**config.mk**
```make
export PLATFORM = sky130hd
export DESIGN_NAME = beat_scheduler
export DESIGN_NICKNAME = d
export VERILOG_FILES = /design/src/rtl/beat_scheduler.sv
export SDC_FILE = /design/constraint.sdc
export NUM_CORES = 1
export LEC_CHECK = 0
export ABC_AREA = 0
export CAP_MARGIN = 20
export CORE_UTILIZATION = 60
export DETAILED_ROUTE_END_ITERATION = 10
export PLACE_DENSITY = 0.79
export SLEW_MARGIN = 15
export SYNTH_ARGS = -nofsm -noshare
export SYNTH_HDL_FRONTEND = slang
export SYNTH_SLANG_ARGS = --single-unit
```
**constraint.sdc**
```tcl
create_clock -name clk -period 6.26 [get_ports clk]
set_input_delay 1.565 -clock clk [delete_from_list [all_inputs] [get_ports clk]]
set_output_delay 1.565 -clock clk [all_outputs]
set_load 0.02 [all_outputs]
```
**src/rtl/beat_scheduler.sv**
```systemverilog
// beat_scheduler
// Filters beat strobes from the accelerometer beat detector with a hold-off
// window, queues accepted beats in a small FIFO and plays them one at a time
// as fixed-length tones, each followed by a silent gap.
//
// Ports:
//   clk            system clock
//   rst            asynchronous, active-high reset
//   enable         1 = accept new beats and start queued tones
//   beat_en        beat strobe; only its rising edge is an event
//   beat_intensity intensity qualifying beat_en
//   clear_overflow one-cycle clear of the sticky overflow flag
//   tone_start     one-cycle pulse at the start of each tone
//   tone_on        high while a tone plays
//   tone_sel       intensity of the current/last tone
//   fifo_count     queued events not yet played
//   overflow       sticky: a beat was dropped because the FIFO was full
module beat_scheduler #(
  parameter int unsigned TONE_CYC    = 5000000,
  parameter int unsigned GAP_CYC     = 1000000,
  parameter int unsigned HOLDOFF_CYC = 2500000,
  parameter int unsigned FIFO_DEPTH  = 4
) (
  input  logic                        clk,
  input  logic                        rst,
  input  logic                        enable,
  input  logic                        beat_en,
  input  logic [1:0]                  beat_intensity,
  input  logic                        clear_overflow,
  output logic                        tone_start,
  output logic                        tone_on,
  output logic [1:0]                  tone_sel,
  output logic [$clog2(FIFO_DEPTH):0] fifo_count,
  output logic                        overflow
);

  localparam int unsigned PTR_W = $clog2(FIFO_DEPTH);
  localparam int unsigned CNT_W = PTR_W + 1;

  // Duration counter reloads hold "cycles remaining minus one".
  localparam logic [23:0] TONE_LOAD    = 24'(TONE_CYC - 1);
  localparam logic [23:0] GAP_LOAD     = 24'(GAP_CYC - 1);
  localparam logic [23:0] HOLDOFF_LOAD = 24'(HOLDOFF_CYC);
  localparam logic [CNT_W-1:0] FULL_CNT = CNT_W'(FIFO_DEPTH);

  typedef enum logic [1:0] {
    ST_IDLE = 2'd0,
    ST_PLAY = 2'd1,
    ST_GAP  = 2'd2
  } state_e;

  state_e             state_q, state_d;
  logic               beat_prev_q, beat_prev_d;
  logic [23:0]        holdoff_q, holdoff_d;
  logic [23:0]        dur_q, dur_d;
  logic [1:0]         mem_q [FIFO_DEPTH];
  logic [1:0]         mem_d [FIFO_DEPTH];
  logic [PTR_W-1:0]   wr_ptr_q, wr_ptr_d;
  logic [PTR_W-1:0]   rd_ptr_q, rd_ptr_d;
  logic [CNT_W-1:0]   fifo_count_q, fifo_count_d;
  logic               overflow_q, overflow_d;
  logic               tone_start_q, tone_start_d;
  logic               tone_on_q, tone_on_d;
  logic [1:0]         tone_sel_q, tone_sel_d;

  logic event_s, accept_s, fifo_full_s, fifo_empty_s, pop_s, push_s, drop_s;

  assign event_s      = beat_en & ~beat_prev_q;
  assign accept_s     = event_s & enable & (holdoff_q == 24'd0);
  assign fifo_full_s  = (fifo_count_q == FULL_CNT);
  assign fifo_empty_s = (fifo_count_q == CNT_W'(0));
  assign pop_s        = (state_q == ST_IDLE) & enable & ~fifo_empty_s;
  // A pop on the same edge frees a slot, so a full FIFO can still take the push.
  assign push_s       = accept_s & (~fifo_full_s | pop_s);
  assign drop_s       = accept_s & fifo_full_s & ~pop_s;

  // Edge register, hold-off window, FIFO storage/pointers and overflow flag.
  always_comb begin
    beat_prev_d = beat_en;

    if (accept_s) begin
      holdoff_d = HOLDOFF_LOAD;
    end else if (holdoff_q != 24'd0) begin
      holdoff_d = holdoff_q - 24'd1;
    end else begin
      holdoff_d = holdoff_q;
    end

    mem_d = mem_q;
    if (push_s) begin
      mem_d[wr_ptr_q] = beat_intensity;
      wr_ptr_d        = wr_ptr_q + PTR_W'(1);
    end else begin
      wr_ptr_d = wr_ptr_q;
    end

    if (pop_s) begin
      rd_ptr_d = rd_ptr_q + PTR_W'(1);
    end else begin
      rd_ptr_d = rd_ptr_q;
    end

    case ({push_s, pop_s})
      2'b10:   fifo_count_d = fifo_count_q + CNT_W'(1);
      2'b01:   fifo_count_d = fifo_count_q - CNT_W'(1);
      default: fifo_count_d = fifo_count_q;
    endcase

    // A drop wins over a simultaneous clear so no lost beat goes unreported.
    if (drop_s) begin
      overflow_d = 1'b1;
    end else if (clear_overflow) begin
      overflow_d = 1'b0;
    end else begin
      overflow_d = overflow_q;
    end
  end

  // Tone sequencer: IDLE pops a beat, PLAY times the tone, GAP times the silence.
  always_comb begin
    state_d      = state_q;
    dur_d        = dur_q;
    tone_start_d = 1'b0;
    tone_on_d    = tone_on_q;
    tone_sel_d   = tone_sel_q;
    case (state_q)
      ST_IDLE: begin
        if (pop_s) begin
          state_d      = ST_PLAY;
          dur_d        = TONE_LOAD;
          tone_start_d = 1'b1;
          tone_on_d    = 1'b1;
          tone_sel_d   = mem_q[rd_ptr_q];
        end else begin
          state_d = ST_IDLE;
        end
      end
      ST_PLAY: begin
        if (dur_q == 24'd0) begin
          state_d   = ST_GAP;
          dur_d     = GAP_LOAD;
          tone_on_d = 1'b0;
        end else begin
          dur_d = dur_q - 24'd1;
        end
      end
      ST_GAP: begin
        if (dur_q == 24'd0) begin
          state_d = ST_IDLE;
        end else begin
          dur_d = dur_q - 24'd1;
        end
      end
      default: begin
        state_d   = ST_IDLE;
        dur_d     = 24'd0;
        tone_on_d = 1'b0;
      end
    endcase
  end

  // State and output registers; reset kills any tone and empties the queue.
  always_ff @(posedge clk or posedge rst) begin
    if (rst) begin
      state_q      <= ST_IDLE;
      beat_prev_q  <= 1'b0;
      holdoff_q    <= 24'd0;
      dur_q        <= 24'd0;
      mem_q        <= '{default: 2'b00};
      wr_ptr_q     <= PTR_W'(0);
      rd_ptr_q     <= PTR_W'(0);
      fifo_count_q <= CNT_W'(0);
      overflow_q   <= 1'b0;
      tone_start_q <= 1'b0;
      tone_on_q    <= 1'b0;
      tone_sel_q   <= 2'b00;
    end else begin
      state_q      <= state_d;
      beat_prev_q  <= beat_prev_d;
      holdoff_q    <= holdoff_d;
      dur_q        <= dur_d;
      mem_q        <= mem_d;
      wr_ptr_q     <= wr_ptr_d;
      rd_ptr_q     <= rd_ptr_d;
      fifo_count_q <= fifo_count_d;
      overflow_q   <= overflow_d;
      tone_start_q <= tone_start_d;
      tone_on_q    <= tone_on_d;
      tone_sel_q   <= tone_sel_d;
    end
  end

  assign tone_start = tone_start_q;
  assign tone_on    = tone_on_q;
  assign tone_sel   = tone_sel_q;
  assign fifo_count = fifo_count_q;
  assign overflow   = overflow_q;

endmodule

```
Yosys cells after proc, flatten, opt, wreduce, memory -nomap -nowiden
Cells that the tools add are included.
{ "op_classes": {"add_sub_neg": 6, "n_lt_le_gt_ge": 3, "eq_ne": 9, "muxes": 24, "bitwise_logic": 16, "n_reduce_logical": 13} }
{ "ops": {"columns": ["cell", "n"], "rows": [
  ["two-way mux 24 bit", 5],
  ["case mux 24 bit (3 select lines)", 1],
  ["zero test 24 bit", 2],
  ["subtractor 24 x 1 -> 24 bit, second input constant", 2],
  ["nonzero test 24 bit", 1],
  ["two-way mux 2 bit", 5],
  ["AND 1 bit", 8],
  ["bitwise mux 8 bit", 1],
  ["inequality test 2 bit, second input constant", 4],
  ["two-way mux 1 bit", 7],
  [">= comparator 3 bit, second input constant", 2],
  ["inverter 2 -> 3 bit", 2],
  ["case mux 2 bit (3 select lines)", 1],
  ["case mux 3 bit (2 select lines)", 1],
  ["AND reduction 2 bit", 3],
  ["nonzero test 2 bit", 3],
  ["inverter 1 bit", 5],
  ["adder 2 x 1 -> 2 bit, second input constant", 2],
  ["binary-select mux 2 bit (select 2 bit)", 1],
  ["demux 2 bit (select 2 bit)", 1],
  ["equality test 2 x 1 -> 1 bit, second input constant", 2],
  ["equality test 2 bit, second input constant", 2],
  ["adder 3 x 1 -> 3 bit, second input constant", 1],
  ["equality test 3 bit, second input constant", 1],
  ["other kinds (8)", 8]
]} }
{ "totals": {"register_bits": 71, "output_inout_bits": 8, "elab_cells": 86} }

Logic depth before layout (Yosys ltp)
Gate-level depths: netlist (run 1).
{ "logic_depth": {"word_depth": 7, "mapped_depth": 13, "depth_no_buf": 12} }

Worst setup path before layout (run 1)
OpenSTA, ideal clock, no wires.
{ "synth_timing": {"path_kind": "input to register", "from": "input enable", "to": "register fifo_count_q[2], in the netlist fifo_count[2]", "arrival_time_ns": 3.213, "t_required_ns": 6.180, "path_slack_ns": 2.967, "path_stages": 10, "n_path_buf": 1, "path_cell_list": "inv_1 or3_1 clkbuf_1 inv_1 ha_1 inv_1 fa_1 xor2_1 nor2_1 xor2_1"} }
{ "synth_between": {"elab_chain_len": 6, "word_cells_on_any_way": 10, "classes_between": "2 x eq/ne; 1 x mux; 6 x bitwise; 1 x reduce/logical"} }
{ "synth_lines": {"columns": ["element", "line", "source"], "rows": [
  ["start: declaration", "26", "input logic enable,"],
  ["AND 1 bit * (2 in series)", "72", "assign pop_s = (state_q == ST_IDLE) & enable & ~fifo_empty_s;"],
  ["named net pop_s", "66", "logic event_s, accept_s, fifo_full_s, fifo_empty_s, pop_s, push_s, drop_s;"],
  ["OR 1 bit", "74", "assign push_s = accept_s & (~fifo_full_s | pop_s);"],
  ["AND 1 bit", "74", null],
  ["equality test 2 x 1 -> 1 bit or equality test 2 bit (tied branches)", "103", "case ({push_s, pop_s})"],
  ["case mux 3 bit (2 select lines) or nonzero test 2 bit (tied branches)", null, null],
  ["end signal: assignment", "185", "fifo_count_q <= fifo_count_d;"],
  ["end: declaration", "60", "logic [CNT_W-1:0] fifo_count_q, fifo_count_d;"]
]} }
Mark *: on every way through the listed nets, which the timed path passes. The rest lies on a longest branch.
A chain may end at the register's enable or synchronous reset.

Final worst setup path (run 1)
Same ends and word-level chain as after synthesis.

==> impl_summary.md, run 1 <==
Run status
The run finished with clean final reports.

Die
The initial cell density of the core is between 60% and 70%. The top-level I/O count is 15. The die outline area is about 0.0068 sq mm.

The height of the die is 82.25 microns. The initialized floorplan defines 28 standard-cell rows. The die width is a little over 80 microns.

The placeable core area is between 0.006 and 0.007 sq mm.

Placed design
The instance area at placement is about 0.004 sq mm. The half-perimeter wire length of the detailed placement result is 5839 microns. The final weighted congestion of routability-driven global placement is between 0.9 and 1. Input and output buffers added on the ports amount to 14.

Pwr
Summing internal, switching and leakage power gives slightly below 1 mW. The total leakage power is 1.854 nW. The areal power density over the cells is roughly 220 mW/mm^2. The peak ir drop on the vdd network is around 230 uV.

Clocking
The total clock sinks is 71. The register clock-pin slew on the reported worst setup and hold paths is ~0.080 ns. The CTS tree is yes. The number of clock buffers added by TritonCTS is 9. The number of gates resized after cts is 0.

CTS built an H-tree with a depth of 3. CTS placed an instance of clkbuf_8 at the clock tree root. The number of buffers on the longest clock path is 2. The setup fix buffers added after clock tree synthesis is 0.

For the worst-skew pair, the clock arrives at the later sink with an insertion delay of about 0.35 ns. After clock tree synthesis, the flow added hold-fix buffers numbering 0.

Logic synthesis
Summed over all instances, the cell type with the most area after synthesis is dfrtp_1. By count the netlist is led by 71 x dfrtp_1, 33 x nand2_1, 28 x nor2_1, 28 x o21ai_0, 19 x inv_1. The cell area after technology mapping is approximately 0.0039 sq mm. Counting flops with a built-in enable in the synthesized netlist gives 0. The post-synthesis net count is 412.

The share of synthesized area in the top cell type comes to between 40% and 50%. The count of warnings emitted by yosys is 0. For this run, the leading register cell type out of synthesis is dfrtp_1.

Ranked by total cell area, the synthesized netlist is headed by dfrtp_1 46%, o21ai_0 3.6%, nand2_1 3.2%. Each instance of the synthesized netlist takes up on average between 9 and 10 sq um. Yosys instantiated no cell more often than dfrtp_1. After synthesis, the share of flip-flops with an asynchronous set or reset is 100.0%. The flip-flop and latch count after synthesis is between 70 and 80.

The number of distinct standard cells referenced by the synthesized netlist is 51. The sequential fraction of the synthesis area is a little under half. The count of mapped cells out of synthesis is roughly 400.

STA
For the final routed database, the setup TNS stands at 0 ns. Setup violations remaining at the end of the flow were counted as 0. Setup repair after global routing left no endpoint under its margin. The worst setup skew after layout is roughly 0.011 ns. The final critical path takes up between 50% and 60% of the cycle.

The transition at the pin with the smallest max-transition slack is 0.9519 ns. The number of endpoints with negative hold slack in the final report is 0. Based on the critical path, the design can be clocked at up to ~0.28 GHz. The normalized max-slew margin is between 30 and 40%. The minimum period implied by the final worst setup slack is roughly 3.6 ns. The number of max-slew violations in the final report is 0.

Drt
After detailed routing, the average wire length per cell comes to between 15 and 20 microns. The mean number of vias per cell is between 6 and 7. The number of vias after detailed routing is about 3200. The remaining antenna violation count after routing is 0. The initial detailed-routing violation count is 344. The number of remaining DRC errors is 0. Before antenna repair, the detailed router went through 5 iterations. The aggregate routed wire length is between 8000 and 9000 microns.

Setup path
Setup slack on the worst reg-to-reg path comes out at 3.01 ns. The critical path is of the input port to register type. The kind of end point of the critical path is a register. For the worst setup path, the data required time is between 6 and 7 ns. The end of the worst register-to-register path is fifo_count[1]$_DFFE_PP0P_. The cell count of the worst reg-to-reg path is 8. The critical path startpoint category is an input port. In this run the worst path has a maximum fanout of 11.

In this run the critical register-to-register path is launched from holdoff_q[14]$_DFFE_PP0P_. The signal arrival time at the worst endpoint is roughly 3.8 ns.

Global route
Global routing used between 20 and 30% of the available tracks. The number of antenna violations at the first check in global routing is 0. Entering global routing, the biggest net connects 47 pins. The sum of overflow across all layers after global routing is 0. The via count of the first global-routing pass came to 2911. The first global-routing pass estimated 13760 microns of wire.

Finish
The area growth from synthesis to layout is 11.40%. The fraction of layout instances using a drive strength above 1 is 10.87%. The net count of the finished layout is ~430. Once layout is done, the placed cells without fillers occupy roughly 0.0043 sq mm. 0 antenna diodes ended up in the layout.

Job
Max-cap violations in this run came to 0.

Hold path
The startpoint of the most critical hold path is holdoff_q[22]$_DFFE_PP0P_. The worst-case hold path end point is holdoff_q[22]$_DFFE_PP0P_. The tightest min-delay check is of the register to register type. Along the worst hold path, the cell count comes to 1.
-- worst max path at each step --
stage	from	end	slack, ns	cells past startpoint
2_1_floorplan	rst	beat_prev_q$_DFF_PP0_	2.90	1
3_3_place_gp	enable	fifo_count[2]$_DFFE_PP0P_	2.40	10
3_5_place_dp	enable	fifo_count[2]$_DFFE_PP0P_	2.34	10
4_1_cts	enable	fifo_count[2]$_DFFE_PP0P_	2.70	10
5_1_grt	enable	fifo_count[2]$_DFFE_PP0P_	2.51	11
6_report	enable	fifo_count[2]$_DFFE_PP0P_	2.69	10
-- state kept, by name, indices dropped and copies added, names as in the netlist --
| register | count |
|---|---|
| tone_on | 1 |
| beat_prev_q | 1 |
| holdoff_q | 24 |
| tone_start | 1 |
| dur_q | 24 |
| mem_q | 8 |
| overflow | 1 |
| state_q | 2 |
| fifo_count | 3 |
| wr_ptr_q | 2 |
| tone_sel | 2 |
| rd_ptr_q | 2 |
-- cell type report --
| type | instances | area, sq um |
|---|---|---|
| clock buffers | 9 | 123.9 |
| clock inverters | 7 | 120.1 |
| fillers | 426 | 1757 |
| inverters | 20 | 75.07 |
| multi-input cells | 291 | 1959 |
| flip-flops and latches | 71 | 1777 |
| well taps | 75 | 93.84 |
| repair buffers | 16 | 155.1 |
-- critical path, cell delays in order --
cell             delay, ns
clkdlybuf4s50_1       0.49
inv_1                 0.07
or3_1                 0.58
inv_1                 0.12
ha_1                  0.18
inv_1                 0.06
fa_1                  0.37
xor2_1                0.15
nor2_1                0.11
xor2_1                0.16
-- layer usage --
metal / GRT usage (%) / part of all wire (%) / vias to the layer above
li1: - / - / 1480
met1: 38.86 / 45 / 1567
met2: 41.40 / 46 / 138
met3: 6.484 / 6.5 / 20
met4: 10.88 / 2.0 / 0
met5: 0 / 0 / -
-- placed cells by master, fill, tap and decap left out, types with 4 or more instances in the layout --
cell type	count
a21oi_1	17
and3_1	6
clkbuf_8	9
clkdlybuf4s50_1	14
dfrtp_1	71
ha_1	9
inv_1	18
mux2_2	8
mux2i_1	7
nand2_1	33
nand2b_1	6
nand3_1	7
nand4_1	9
nor2_1	28
nor3_1	15
nor4_1	14
o21ai_0	27
o221a_2	5
o31ai_1	4
or3_1	13
or4_1	11
xnor2_1	13
xor2_1	14
-- logic make-up (layout without fill, tap and decap cells) --
kind of cell	after synthesis	count (layout)	share of synthesized area, %
AOI/OAI and AO/OA	78	78	13.12
xor gates and xnor gates	27	27	6.121
adders and majority gates	10	10	3.433
buffers and inverters	33	52	3.465
DFF	71	71	45.98
muxes	17	17	5.311
and+or+nand+nor	159	159	22.57
-- power breakdown --
group	switching, mW	leakage [nW]	internal (mW)
clock network	0.181	0.120	0.266
logic	0.0229	0.833	0.0164
registers	0.0107	0.901	0.467
-- metrics by stage --
stage	instances	util [%]	setup WS [ns]	hold WS, ns
6_report	489	71.02	2.685	0.4593
4_1_cts	489	70.91	2.696	0.4648
3_5_place_dp	473	66.89	2.337	0.4538
3_3_place_gp	473	66.89	2.398	0.4468
5_1_grt	489	71.02	2.505	0.4896
2_1_floorplan	395	-	2.898	0.4332
(Power assumes the default switching activity.)
==> run 2: changes to the inputs <==
- clock period: 6.26 -> 3.5 ns (I/O delays scaled with it)
==> run 2 against run 1 <==
Effect of this change: sequential share of layout area is 0.94 points lower; sequential power is 79% higher; routed wire length is 1.8% higher; setup slack worse by 2.2 ns; final area is 2.3% higher; clock power is 98% higher; combinational power is 83% higher; non-clock buffer count is 9 higher; clock skew hardly changed; die area stayed put; critical endpoint unchanged; core utilization is 1.7 points higher.
==> impl_summary.md, run 2 (synthesized netlist as in run 1, its figures left out) <==
Run status
The flow ran to the end, and the final reports show no timing, DRC or antenna violations.

Setup path
The signal arrival time at the worst endpoint is 3.24 ns. The highest-delay cell along the critical path is or4_4. The largest single stage delay on the critical path is ~0.65 ns. Of all nets on the critical path, the largest fanout is 9. The worst setup path is captured at a register.

The required time at the endpoint of the critical path is between 3 and 4 ns. The critical path startpoint category is a register. The worst setup path is of the register to register kind.

The critical path goes through or4_1 > or4_4 > nor4b_4 > inv_1 > ha_1 > inv_1 > fa_1 > xor2_1 > nor2_1 > xor2_1. The kind of cell with the highest combined delay along the critical path is simple AND/OR/NAND/NOR gates. Together, buffers and inverters on the worst path number 2.

Finish
In the final layout, the share of cells above drive strength 1 is between 10% and 20%. In the final layout, the registers with the most flip-flops are dur_q x24, holdoff_q x24, mem_q x8. Relative to the synthesized area, the layout overhead comes to 13.99%. At the end of the flow the core is filled with cells to just over 70%.

The footprint of the flip-flops and latches is about 0.0018 sq mm. The multi-input combinational cells in the finished layout cover a total of around 0.0020 sq mm. The library cells used most frequently in the layout, excluding fill and tap cells, are 71 x dfrtp_1, 33 x nand2_1, 28 x nor2_1.

The number of antenna cells inserted is 0. After filler insertion, the fill cell instance count of the layout stands at between 400 and 500. The most common library cell in the layout ignoring fill and taps is dfrtp_1. The final layout contains 435 nets.

Die
The die is 82.25 microns tall. The die outline area is slightly below 0.007 sq mm. The die width is 82.25 microns.

15 I/O pins were placed. Once the floorplan was initialized, standard cells occupied between 60% and 70% of the core. In this run the core area contains 28 standard-cell rows.

The core region is between 0.006 and 0.007 sq mm.

STA
For the pin with the worst max-slew slack, the measured transition is roughly 0.77 ns. Final hold analysis gives a worst-case slack of approximately 0.47 ns. Derived from the worst setup path, the maximum achievable clock frequency is 0.3313 GHz. The number of max-slew violations in the final report is 0. Setup repair after global routing left no endpoint under its margin. The number of setup violations in the final report is 0. The post-route clock period utilization is between 80% and 90%. The normalized max-slew margin is around half.

The worst setup skew after layout is 0.01070 ns. The number of endpoints with negative hold slack in the final report is 0. Summed over all failing endpoints, the final setup total negative slack is 0 ns. Counting I/O delays and the setup requirement, the final critical path takes between 3 and 4 ns.

Clocking
The total clock sinks is between 70 and 80. The number of H-tree levels is 3. Clock-pin slew was measured on the worst setup and hold paths at around 0.08 ns.

The TritonCTS buffer count is 9. The longest clock path from root to sink contains 2 buffers. The CTS tree is yes.

Clock latency on the worst-skew pair, taken at its later pin, is 0.35 ns. Post-CTS timing repair inserted 0 buffers for setup. Gates resized during post-CTS repair numbered 0. Hold repair after CTS inserted 0 buffers. Clock tree synthesis selected as its root buffer the cell clkbuf_8.

Placed design
The half-perimeter wire length of the detailed placement result is 6032 microns. Port buffering added 14 buffers. The final weighted congestion of routability-driven global placement is 0.9002.

Pwr
Of the total power, the clock network draws approximately half. Combinational logic burns about 4% of the power. Summed over all cells, the static leakage comes to between 1.5 and 2 nW. Across the VDD grid, the largest voltage drop is ~300 uV. Net switching is between 20% and 30% of the power. Cell internal power was estimated by the tool at between 1 and 1.5 mW. The proportion of power drawn by flip-flops and latches is ~47%.

Summed over all nets, the switching power comes to between 300 and 400 uW. The areal power density over the cells is between 400 and 500 mW/mm^2.

Global route
The sum of overflow across all layers after global routing is 0. Global routing used a little under half of the available met2 tracks. The maximum number of pins on one net before global-route repair is 72. For this run, the total global-route usage over all layers was measured as between 20 and 30%. In this run the most used layer during global routing was met2. The wire length of the first global-routing pass is 14280 microns. The met1 layer usage reported by global route is 37.03%.

For met3 alone, demand over resource in global routing was ~6.3%. The number of antenna violations at the first check in global routing was 0. The via count of the first global-routing pass is just over 3000.

Hold path
The worst min-delay path class is register to register.

Drt
The first detailed-routing pass took 5 iterations. The mean number of vias per cell is 6.454. The aggregate routed wire length is 8717 microns.

Summing over every cut layer, the via total after detailed routing is ~3200. Dividing the detail-routed wire length by the instance count gives ~18 microns. The initial detailed-routing violation count is 305. The number of remaining DRC errors is 0. The remaining antenna violation count after routing is 0.

Job
Across the run, the number of max-cap violations was 0.
run 2: cell count changes in the layout (fill, tap and decap cells not counted):
cell,previous run,this run
clkinvlp_4,1,0
clkinv_2,1,0
buf_4,2,10
nor4_2,1,0
inv_6,1,0
buf_12,0,1
nor4_1,14,15
clkbuf_8,9,10
clkbuf_1,0,1
bufinv_16,3,4
run 2: area by class of cell:
type / count / share of cell area, %
multi-input combinational: 291 / 44.35
clock inverter: 5 / 2.926
tap: 75 / 2.131
clock buffer: 11 / 3.210
inverter: 20 / 1.705
sequential: 71 / 40.34
timing repair buffer: 25 / 5.341
run 2: layer usage:
metal  vias to the layer above  wire length (microns)
met2                       130                   4183
met3                        22                    554
met4                         0                    173
met1                      1569                   3806
li1                       1493                      -
met5                         -                      0
run 2: path summary, 6_finish.rpt:
path                                                start                         to  slack, ns  depth (start not counted)
worst max-delay path            holdoff_q[17]$_DFFE_PP0P_  fifo_count[2]$_DFFE_PP0P_       0.48                         10
worst min-delay path            holdoff_q[22]$_DFFE_PP0P_  holdoff_q[22]$_DFFE_PP0P_       0.47                          1
min in group asynchronous                             rst  holdoff_q[16]$_DFFE_PP0P_       0.91                          3
worst min register to register  holdoff_q[22]$_DFFE_PP0P_  holdoff_q[22]$_DFFE_PP0P_       0.47                          1
worst max register to register  holdoff_q[17]$_DFFE_PP0P_  fifo_count[2]$_DFFE_PP0P_       0.48                         10
max in group asynchronous                             rst    wr_ptr_q[1]$_DFFE_PP0P_       2.27                          3
run 2: worst register-to-register path, stage by stage (launching register included):
cell and delay, ns:
dfrtp_1 0.42, or4_1 0.62, or4_4 0.65, nor4b_4 0.30, inv_1 0.08, ha_1 0.21
inv_1 0.08, fa_1 0.17, xor2_1 0.15, nor2_1 0.06, xor2_1 0.14
run 2: power by group through the flow:
stage	clock network [mW]	logic [mW]	registers (mW)
floorplan	0	0.0406	0.870
global placement	0	0.0705	0.868
detailed placement	0	0.0735	0.870
CTS	0.887	0.0736	0.854
global route	0.917	0.0822	0.856
finish	0.886	0.0721	0.855
run 2: metrics by stage:
step	area [sq um]	setup WS, ns	power, mW	cells
global route	4404	0.3154	1.856	498
detailed placement	4134	0.4683	0.9433	482
finish	4404	0.4816	1.814	498
global placement	4134	0.5712	0.9388	482
CTS	4404	0.4683	1.815	498
floorplan	3864	0.4830	0.9108	395
